### config.mk
export PLATFORM = sky130hd
export DESIGN_NAME = load_store_unit_flat
export DESIGN_NICKNAME = d
export VERILOG_FILES = /design/src/rtl/lsu_pkg.sv /design/src/rtl/lsu_if.sv /design/src/rtl/lsu_lane_align.sv /design/src/rtl/load_store_unit.sv /design/src/flat_wrapper.sv
export SDC_FILE = /design/constraint.sdc
export NUM_CORES = 1
export LEC_CHECK = 0
export CORE_UTILIZATION = 47
export DETAILED_ROUTE_END_ITERATION = 16
export PLACE_DENSITY = 0.88
export SETUP_SLACK_MARGIN = 0.05
export SLEW_MARGIN = 30
export SYNTH_ARGS = -nofsm -noshare
export SYNTH_HDL_FRONTEND = slang
export SYNTH_SLANG_ARGS = --single-unit
export TNS_END_PERCENT = 30
### constraint.sdc
create_clock -name clk -period 2.77 [get_ports clk]
set_clock_uncertainty 0.15 [all_clocks]
set_input_delay 0.277 -clock clk [delete_from_list [all_inputs] [get_ports clk]]
set_output_delay 0.277 -clock clk [all_outputs]
set_load 0.03 [all_outputs]
### src/rtl/lsu_pkg.sv
// Shared types for the load/store unit.
// Size encodings, FSM states and the default memory depth.
package lsu_pkg;

  localparam int MEM_WORDS_DEF = 1024;

  localparam logic [1:0] SZ_BYTE = 2'b00;
  localparam logic [1:0] SZ_HALF = 2'b01;
  localparam logic [1:0] SZ_WORD = 2'b10;
  localparam logic [1:0] SZ_ILL  = 2'b11;

  typedef enum logic [1:0] {
    S_IDLE,
    S_RD,
    S_WR,
    S_RESP
  } state_t;

endpackage

### src/rtl/lsu_if.sv
// Request, response and memory-port bundle of the load/store unit.
// The LSU side is the slave; the core/memory side is the master.
interface lsu_if #(
  parameter int ADDR_WIDTH = 32
);

  logic                  req_valid;
  logic                  req_ready;
  logic                  req_we;
  logic [1:0]            req_size;
  logic                  req_unsigned;
  logic [ADDR_WIDTH-1:0] req_addr;
  logic [31:0]           req_wdata;

  logic                  rsp_valid;
  logic                  rsp_ready;
  logic [31:0]           rsp_rdata;
  logic                  rsp_err;

  logic [ADDR_WIDTH-1:0] mem_address;
  logic [31:0]           mem_wdata;
  logic [31:0]           mem_rdata;
  logic                  mem_we;

  modport slave (
    input  req_valid, req_we, req_size,
    input  req_unsigned, req_addr, req_wdata,
    input  rsp_ready, mem_rdata,
    output req_ready, rsp_valid, rsp_rdata,
    output rsp_err, mem_address, mem_wdata,
    output mem_we
  );

  modport master (
    output req_valid, req_we, req_size,
    output req_unsigned, req_addr, req_wdata,
    output rsp_ready, mem_rdata,
    input  req_ready, rsp_valid, rsp_rdata,
    input  rsp_err, mem_address, mem_wdata,
    input  mem_we
  );

endinterface

### src/rtl/lsu_lane_align.sv
// Byte/half lane handling: store merge into an old word,
// and load extraction with sign or zero extension.
module lsu_lane_align
  import lsu_pkg::*;
(
  input  logic [31:0] word,
  input  logic [15:0] wdata,
  input  logic [1:0]  size,
  input  logic [1:0]  lane,
  input  logic        uns,
  output logic [31:0] merged,
  output logic [31:0] loaded
);

  logic [7:0]  b;
  logic [15:0] h;

  always_comb begin
    merged = word;
    loaded = word;
    b = word[{lane, 3'b000} +: 8];
    h = word[{lane[1], 4'b0000} +: 16];
    unique case (1'b1)
      size == SZ_BYTE: begin
        merged[{lane, 3'b000} +: 8] = wdata[7:0];
        loaded = {{24{~uns & b[7]}}, b};
      end
      size == SZ_HALF: begin
        merged[{lane[1], 4'b0000} +: 16] = wdata;
        loaded = {{16{~uns & h[15]}}, h};
      end
      default: begin
        merged = word;
        loaded = word;
      end
    endcase
  end

endmodule

### src/rtl/load_store_unit.sv
// Load/store sequencer for a single-port word memory.
// Sub-word stores run read-modify-write over RD then WR.
module load_store_unit
  import lsu_pkg::*;
#(
  parameter int MEM_WORDS  = MEM_WORDS_DEF,
  parameter int ADDR_WIDTH = 32
) (
  input  logic  clk,
  input  logic  resetn,
  lsu_if.slave  bus
);

  localparam logic [ADDR_WIDTH-3:0] WLIM =
    (ADDR_WIDTH-2)'(MEM_WORDS);

  state_t                state;
  logic                  r_we;
  logic [1:0]            r_size;
  logic                  r_uns;
  logic [1:0]            r_lane;
  logic [15:0]           r_wdata;
  logic                  rsp_valid;
  logic [31:0]           rsp_rdata;
  logic                  rsp_err;
  logic [ADDR_WIDTH-1:0] mem_address;
  logic [31:0]           mem_wdata;
  logic                  mem_we;
  logic                  err;
  logic [31:0]           merged;
  logic [31:0]           loaded;

  assign bus.req_ready   = (state == S_IDLE);
  assign bus.rsp_valid   = rsp_valid;
  assign bus.rsp_rdata   = rsp_rdata;
  assign bus.rsp_err     = rsp_err;
  assign bus.mem_address = mem_address;
  assign bus.mem_wdata   = mem_wdata;
  assign bus.mem_we      = mem_we;

  always_comb begin
    err = 1'b0;
    unique case (1'b1)
      bus.req_size == SZ_ILL:  err = 1'b1;
      bus.req_size == SZ_HALF: err = bus.req_addr[0];
      bus.req_size == SZ_WORD: err = |bus.req_addr[1:0];
      default:                 err = 1'b0;
    endcase
    if (bus.req_addr[ADDR_WIDTH-1:2] >= WLIM)
      err = 1'b1;
  end

  lsu_lane_align u_align (
    .word   (bus.mem_rdata),
    .wdata  (r_wdata),
    .size   (r_size),
    .lane   (r_lane),
    .uns    (r_uns),
    .merged (merged),
    .loaded (loaded)
  );

  always_ff @(posedge clk or negedge resetn) begin
    if (!resetn) begin
      state       <= S_IDLE;
      r_we        <= 1'b0;
      r_size      <= 2'b00;
      r_uns       <= 1'b0;
      r_lane      <= 2'b00;
      r_wdata     <= '0;
      rsp_valid   <= 1'b0;
      rsp_rdata   <= '0;
      rsp_err     <= 1'b0;
      mem_address <= '0;
      mem_wdata   <= '0;
      mem_we      <= 1'b0;
    end else begin
      unique case (state)
        S_IDLE: begin
          if (bus.req_valid) begin
            r_we    <= bus.req_we;
            r_size  <= bus.req_size;
            r_uns   <= bus.req_unsigned;
            r_lane  <= bus.req_addr[1:0];
            r_wdata <= bus.req_wdata[15:0];
            if (err) begin
              rsp_valid <= 1'b1;
              rsp_err   <= 1'b1;
              rsp_rdata <= '0;
              state     <= S_RESP;
            end else begin
              mem_address <= {bus.req_addr[ADDR_WIDTH-1:2], 2'b00};
              // Full-word stores need no old data, skip the read
              if (bus.req_we && bus.req_size == SZ_WORD) begin
                mem_wdata <= bus.req_wdata;
                mem_we    <= 1'b1;
                state     <= S_WR;
              end else begin
                state <= S_RD;
              end
            end
          end
        end
        S_RD: begin
          if (r_we) begin
            mem_wdata <= merged;
            mem_we    <= 1'b1;
            state     <= S_WR;
          end else begin
            rsp_rdata <= loaded;
            rsp_err   <= 1'b0;
            rsp_valid <= 1'b1;
            state     <= S_RESP;
          end
        end
        S_WR: begin
          mem_we    <= 1'b0;
          rsp_rdata <= '0;
          rsp_err   <= 1'b0;
          rsp_valid <= 1'b1;
          state     <= S_RESP;
        end
        S_RESP: begin
          if (bus.rsp_ready) begin
            rsp_valid <= 1'b0;
            rsp_err   <= 1'b0;
            rsp_rdata <= '0;
            state     <= S_IDLE;
          end
        end
        default: state <= S_IDLE;
      endcase
    end
  end

endmodule

### src/flat_wrapper.sv
// flat-port wrapper written by rule: the top's interface ports become plain ports
module load_store_unit_flat import lsu_pkg::*;
#(
  parameter int MEM_WORDS  = MEM_WORDS_DEF,
  parameter int ADDR_WIDTH = 32
)
  (clk, resetn, bus_req_valid, bus_req_we, bus_req_size, bus_req_unsigned, bus_req_addr, bus_req_wdata, bus_rsp_ready, bus_mem_rdata, bus_req_ready, bus_rsp_valid, bus_rsp_rdata, bus_rsp_err, bus_mem_address, bus_mem_wdata, bus_mem_we);
  lsu_if #(.ADDR_WIDTH(ADDR_WIDTH)) bus_i ();
  input  logic clk;
  input  logic resetn;
  input wire logic [$bits(bus_i.req_valid)-1:0] bus_req_valid;
  input wire logic [$bits(bus_i.req_we)-1:0] bus_req_we;
  input wire logic [$bits(bus_i.req_size)-1:0] bus_req_size;
  input wire logic [$bits(bus_i.req_unsigned)-1:0] bus_req_unsigned;
  input wire logic [$bits(bus_i.req_addr)-1:0] bus_req_addr;
  input wire logic [$bits(bus_i.req_wdata)-1:0] bus_req_wdata;
  input wire logic [$bits(bus_i.rsp_ready)-1:0] bus_rsp_ready;
  input wire logic [$bits(bus_i.mem_rdata)-1:0] bus_mem_rdata;
  output wire logic [$bits(bus_i.req_ready)-1:0] bus_req_ready;
  output wire logic [$bits(bus_i.rsp_valid)-1:0] bus_rsp_valid;
  output wire logic [$bits(bus_i.rsp_rdata)-1:0] bus_rsp_rdata;
  output wire logic [$bits(bus_i.rsp_err)-1:0] bus_rsp_err;
  output wire logic [$bits(bus_i.mem_address)-1:0] bus_mem_address;
  output wire logic [$bits(bus_i.mem_wdata)-1:0] bus_mem_wdata;
  output wire logic [$bits(bus_i.mem_we)-1:0] bus_mem_we;
  assign bus_i.req_valid = bus_req_valid;
  assign bus_i.req_we = bus_req_we;
  assign bus_i.req_size = bus_req_size;
  assign bus_i.req_unsigned = bus_req_unsigned;
  assign bus_i.req_addr = bus_req_addr;
  assign bus_i.req_wdata = bus_req_wdata;
  assign bus_i.rsp_ready = bus_rsp_ready;
  assign bus_i.mem_rdata = bus_mem_rdata;
  assign bus_req_ready = bus_i.req_ready;
  assign bus_rsp_valid = bus_i.rsp_valid;
  assign bus_rsp_rdata = bus_i.rsp_rdata;
  assign bus_rsp_err = bus_i.rsp_err;
  assign bus_mem_address = bus_i.mem_address;
  assign bus_mem_wdata = bus_i.mem_wdata;
  assign bus_mem_we = bus_i.mem_we;
  load_store_unit #(.MEM_WORDS(MEM_WORDS), .ADDR_WIDTH(ADDR_WIDTH)) u_core (.clk(clk), .resetn(resetn), .bus(bus_i));
endmodule
[After elaboration in Yosys (flattened, before gate mapping)]
Cells that the tools add are included.
Word-level totals
  flip-flop bits (word level): 121
  output and inout bits: 100
  word-level logic and storage cells: 85
Cells by class
  add/sub/neg operators: 2
  magnitude comparators: 1
  equality and inequality tests: 14
  shifts and indexed selects: 6
  multiplexer cells: 34
  bitwise operators: 4
  reductions and logical operators: 12
Operators by type and width (number)
  32-bit 2-to-1 mux: 8
  32-bit one-hot mux with 2 select lines: 3
  32-bit one-hot mux with 4 select lines: 1
  32-bit bitwise mux: 2
  16-bit by 7-bit variable shift with 32-bit output (first input constant): 1
  8-bit by 7-bit variable shift with 32-bit output (first input constant): 1
  16-bit by 7-bit variable part select with 32-bit output: 1
  32-bit by 6-bit variable part select with 16-bit output: 1
  32-bit by 6-bit variable part select with 8-bit output: 1
  8-bit by 7-bit variable part select with 32-bit output: 1
  30-bit by 11-bit greater-or-equal comparator with 1-bit output (second input constant): 1
  5-bit negator with 7-bit output: 2
  1-bit 2-to-1 mux: 11
  5-bit AND reduction: 2
  2-bit == test (second input constant): 4
  2-bit 2-to-1 mux: 4
  2-bit != test (second input constant): 4
  1-bit one-hot mux with 4 select lines: 2
  2-bit one-hot mux with 4 select lines: 1
  2-bit by 1-bit == test with 1-bit output (second input constant): 3
  2-bit by 1-bit != test with 1-bit output (second input constant): 3
  1-bit one-hot mux with 3 select lines: 2
  2-bit zero test: 2
  2-bit AND reduction: 2
  8 further kinds: 10

[Longest topological paths before layout]
  depth in word-level cells: 6
  mapped depth: 9
  gate-level depth less buffers: 7

[Cells and area by module]
A second synthesis with hierarchy kept.
Unflattened totals
  cells, all modules: 842
  area total of the unflattened synthesis: 8137.8 µm²
By module, submodules not included
  load_store_unit: instances 1, cells each 535, area each 6028.3 µm², seq. area each 3027.9 µm²
  lsu_lane_align: instances 1, cells each 307, area each 2109.5 µm², seq. area each 0.0 µm²

[Worst setup path after synthesis]
Ideal clock, no wire load.
  kind: register to register
  from: register u_core.state[0]
  to: register u_core.mem_address[10], in the netlist u_core.bus.mem_address[10]
  setup time: 0.125 ns
  arrival time: 2.157 ns
  path slack: 0.339 ns
  cell stages (with the launch flop): 9
  path buffers: 2
  period minus slack after synthesis: 2.431 ns
  cells stage by stage: dfrtp_1 -> inv_1 -> ha_1 -> buf_2 -> nand2_1 -> nand4b_1 -> nor2_1 -> buf_2 -> mux2_2
On the way
  cells in the longest elaborated chain, start to end: 2
RTL lines
  start: declaration: RTL line load_store_unit.sv:17  | state_t state;
  start signal: assignment: RTL line load_store_unit.sv:65  | state <= S_IDLE;
  start signal: assignment: RTL line load_store_unit.sv:90  | state <= S_RESP;
  start signal: assignment: RTL line load_store_unit.sv:97  | state <= S_WR;
  2-bit zero test
  via bus_req_ready: RTL line flat_wrapper.sv:19  | output wire logic [$bits(bus_i.req_ready)-1:0] bus_req_ready;
  3-bit AND reduction (no source line)
  end signal: assignment: RTL line load_store_unit.sv:92  | mem_address <= {bus.req_addr[ADDR_WIDTH-1:2], 2'b00};
  end: declaration: RTL line load_store_unit.sv:26  | logic [ADDR_WIDTH-1:0] mem_address;
The timed path passes the listed nets, and every way through them passes these cells.
A chain may end at the register's enable or synchronous reset.

[Worst setup path in the final report]
  from: register u_core.state[0]
  to: output port bus_req_ready
On the way
  cells in the longest elaborated chain, start to end: 1
RTL lines
  2-bit zero test: RTL line load_store_unit.sv:33  | assign bus.req_ready = (state == S_IDLE);
  end: declaration: RTL line flat_wrapper.sv:19
No other way between the ends.

==> metrics.md <==
| Metric | Value |
|---|---|
| Sequential fraction of design power | 0.280 |
| Synth top cells by count | 121 x dfrtp_1, 86 x nor2_1, 71 x nand2_1 |
| Total chip power | 10.12 mW |
| Share of the yosys chip area belonging to registers | 0.4809 |
| Die Area | 13860 um2 |
| DRT Pass-1 Iters | 7 |
| Vias post-DR | 5791 |
| Number of global-route vias before repair | 5792 |
| Ys async rst share | 1.000 |
| Required @ worst endpoint | 2.34 ns |
| Synth Area per Inst | 10.44 um2 |
| MaxCap Viol Count | 0 |
| Minimum clock period | 2.554 ns |
| Pleak | 3.851 nW |
| Nets@finish | 915 |
| Highest clock rate | 391.5 MHz |
| Worst-Skew Late Latency | 0.42 ns |
| DR DRC count | 0 |
| VDD IR-drop max | 0.5532 mV |
| CP top delay family | buffers and inverters |
| Pint | 5.955 mW |
| First-pass GRT wire length | 32040 um |
| Final setup vio count | 0 |
| PostCTS Resize Cnt | 0 |
| Most instantiated library cell after synthesis | dfrtp_1 |
| EDFF count, synth | 0 |
| Synth top area cells | dfrtp_1 48%, mux2_2 7.3%, nor2_1 5.1%, nand2_1 4.2%, nor2b_1 2.9% |
| Run status | complete, no violations |
| Rows | 41 |
| Slowest library cell on the worst path | clkdlybuf4s50_1 |
| Drt wl/cell | 20.65 um |
| Count of different cell masters after synthesis | 62 |
| CTS tree | done |
| Pin count of the biggest net entering global routing | 61 |
| RSZ-0062 raised after global routing | false |
| GRT Total Usage | 0.3021 |
| Final hold vios | 0 |
| Slew @ Worst Pin | 0.9139 ns |
| Critical Path Source Type | flop |
| CP Cell Sequence | inv_1 -> ha_1 -> buf_4 -> clkdlybuf4s50_1 |
| Synth top area share | 0.4809 |
| Crit path DAT | 2.13 ns |
| H-Tree Depth | 4 |
| Io pins | 204 |
| Max stage delay on crit path | 0.68 ns |
| Worst min-delay path class | input port to asynchronous set/reset pin |
| Die Y | 117.7 um |
| WS Path Type | flop to output port |
| Area delta synth->final | 45.03% |
| Syn Std Cell Area | 6296 um2 |
| CTS Root Cell | clkbuf_16 |
| Initial drt markers | 607 |
| Final WL | 20360 um |
| Clock network fraction of design power | 0.233 |
| Top_reg_cell synth | dfrtp_1 |
| Gpl congestion | 0.9161 |
| Fin. max-slew vios | 0 |
| Area leader, netlist | dfrtp_1 |
| Worst Path Buf+Inv | 3 |
| Clock Path Buffers | 2 |
| Clock transition at path regs | 0.06 ns |
| Final ANT Viol Nets | 0 |
| TNS Setup | 0 ns |
| Initial antenna violation count | 0 |
| Pwr per Cell Area | 1108 nW/um2 |
| Clk sinks | 121 |
| Share of cells above drive strength 1 | 0.1400 |
| Avg Vias per Cell | 5.873 |
| Starting density of the core | 0.4909 |
| Yosys warnings | 0 |
| Switching pwr | 4.161 mW |
| Global route overflow | 0 |
| Post-DP HPWL | 14760 um |
| CP Max Fanout | 8 |
| Crit end category | output port |
| Mapped Cells | 603 |
| Core Area | 12820 um2 |
| Net Sw Frac | 0.4113 |
| TritonCTS buffer count | 17 |
| #FFs+latches synth | 121 |
| Diodes inserted | 0 |
| Worst rel slew slack | 0.3901 |
| Die Span X | 117.7 um |
| Logic pwr share | 0.487 |
| Period utilization | 0.9221 |
| Port bufs | 201 |
| Final core occ | 0.7120 |
## logic make-up (layout without fill, tap and decap cells)
| logic type | Yosys count | after routing | synth area share |
|---|---|---|---|
| AOI/OAI and AO/OA | 135 | 135 | 0.1753 |
| adders and majority gates | 10 | 10 | 0.01987 |
| buffers and inverters | 52 | 262 | 0.04034 |
| DFF | 121 | 121 | 0.4809 |
| muxes | 57 | 57 | 0.1105 |
| other | 1 | 2 | 0.0005956 |
| and+or+nand+nor | 227 | 227 | 0.1725 |
## placed cells by master (no fill, tap or decap), types with 3 or more instances in the layout
cell and count:
nand3b_1 5, o22ai_1 8, dfrtp_1 121, a221o_1 8, clkdlybuf4s50_1 200, mux2_1 9, a211o_1 3, nand2_1 71
clkinv_2 3, buf_12 3, nor3b_1 4, nor4_2 3, mux4_2 5, nand2b_1 4, o31ai_1 21, clkbuf_16 17
o41ai_1 6, nand4_1 7, a22o_1 7, mux2_2 41, nor4_1 4, inv_1 9, o221ai_1 3, a32o_1 17
a21oi_1 17, bufinv_16 4, ha_1 10, buf_4 16, o21ai_0 5, nor2_1 85, nor3_1 4, nor2b_1 29
o21ai_1 5, a221oi_1 17
## sequential cells by signal, summed over array words and instances (netlist names)
register                flops
u_core.r_size               2
u_core.bus.mem_wdata       32
u_core.bus.rsp_err          1
u_core.state                2
u_core.bus.mem_we           1
u_core.r_lane               2
u_core.r_uns                1
u_core.bus.rsp_valid        1
u_core.r_we                 1
u_core.bus.mem_address     30
u_core.r_wdata             16
u_core.bus.rsp_rdata       32
## per-layer routing
metal | routed length [um] | GRT usage | up-vias
met4 | 824 | 0.1579 | 0
met5 | 0 | 0 | -
met2 | 9141 | 0.4625 | 359
met3 | 2036 | 0.08915 | 63
li1 | - | - | 2599
met1 | 8355 | 0.3865 | 2770
## power by group through the flow
stage	Sequential, mW	Combinational, mW	Clock (mW)
floorplan	3.43	2.50	0
global placement	2.82	4.75	0
detailed placement	2.83	4.86	0
CTS	2.81	4.91	2.38
global route	2.89	5.27	2.46
finish	2.83	4.93	2.36
## metrics by stage
| step | cells | hold slack [ns] | setup WS, ns | instance area [um2] |
|---|---|---|---|---|
| global route | 986 | 0.3222 | 0.07874 | 9131 |
| floorplan | 604 | -0.1686 | 0.3385 | 6300 |
| global placement | 953 | 0.1917 | 0.1997 | 8492 |
| finish | 986 | 0.2906 | 0.2157 | 9131 |
| detailed placement | 953 | 0.2023 | 0.1859 | 8492 |
| CTS | 986 | 0.3065 | 0.2225 | 9131 |
## timing repair
item,in CTS,in global routing
hold endpoints to repair,46,0
hold buffers,1,0
setup buffers,0,0
## final cells by class
| type | instances | area (um2) |
|---|---|---|
| clock buffer | 21 | 460.4 |
| clock inverter | 11 | 168.9 |
| inverter | 10 | 37.54 |
| sequential | 121 | 3028 |
| multi-input combinational | 431 | 3029 |
| fill | 917 | 3694 |
| timing repair buffer | 220 | 2192 |
| tap | 172 | 215.2 |
## worst paths after layout
kind | start | endpoint | slack [ns] | depth (start not counted)
min | resetn | u_core.bus.mem_wdata[22] | 0.29 | 2
min in group clk | bus_req_addr[10] | u_core.bus.mem_address[10] | 0.32 | 2
max reg2reg | u_core.state[1] | u_core.bus.mem_wdata[8] | 0.22 | 6
min reg2reg | u_core.bus.rsp_rdata[31] | u_core.bus.rsp_rdata[31] | 0.33 | 2
max in group asynchronous | resetn | u_core.bus.rsp_rdata[14] | 1.28 | 3
max | u_core.state[0] | bus_req_ready | 0.22 | 4
No activity file was read; power rests on OpenSTA's default activity.
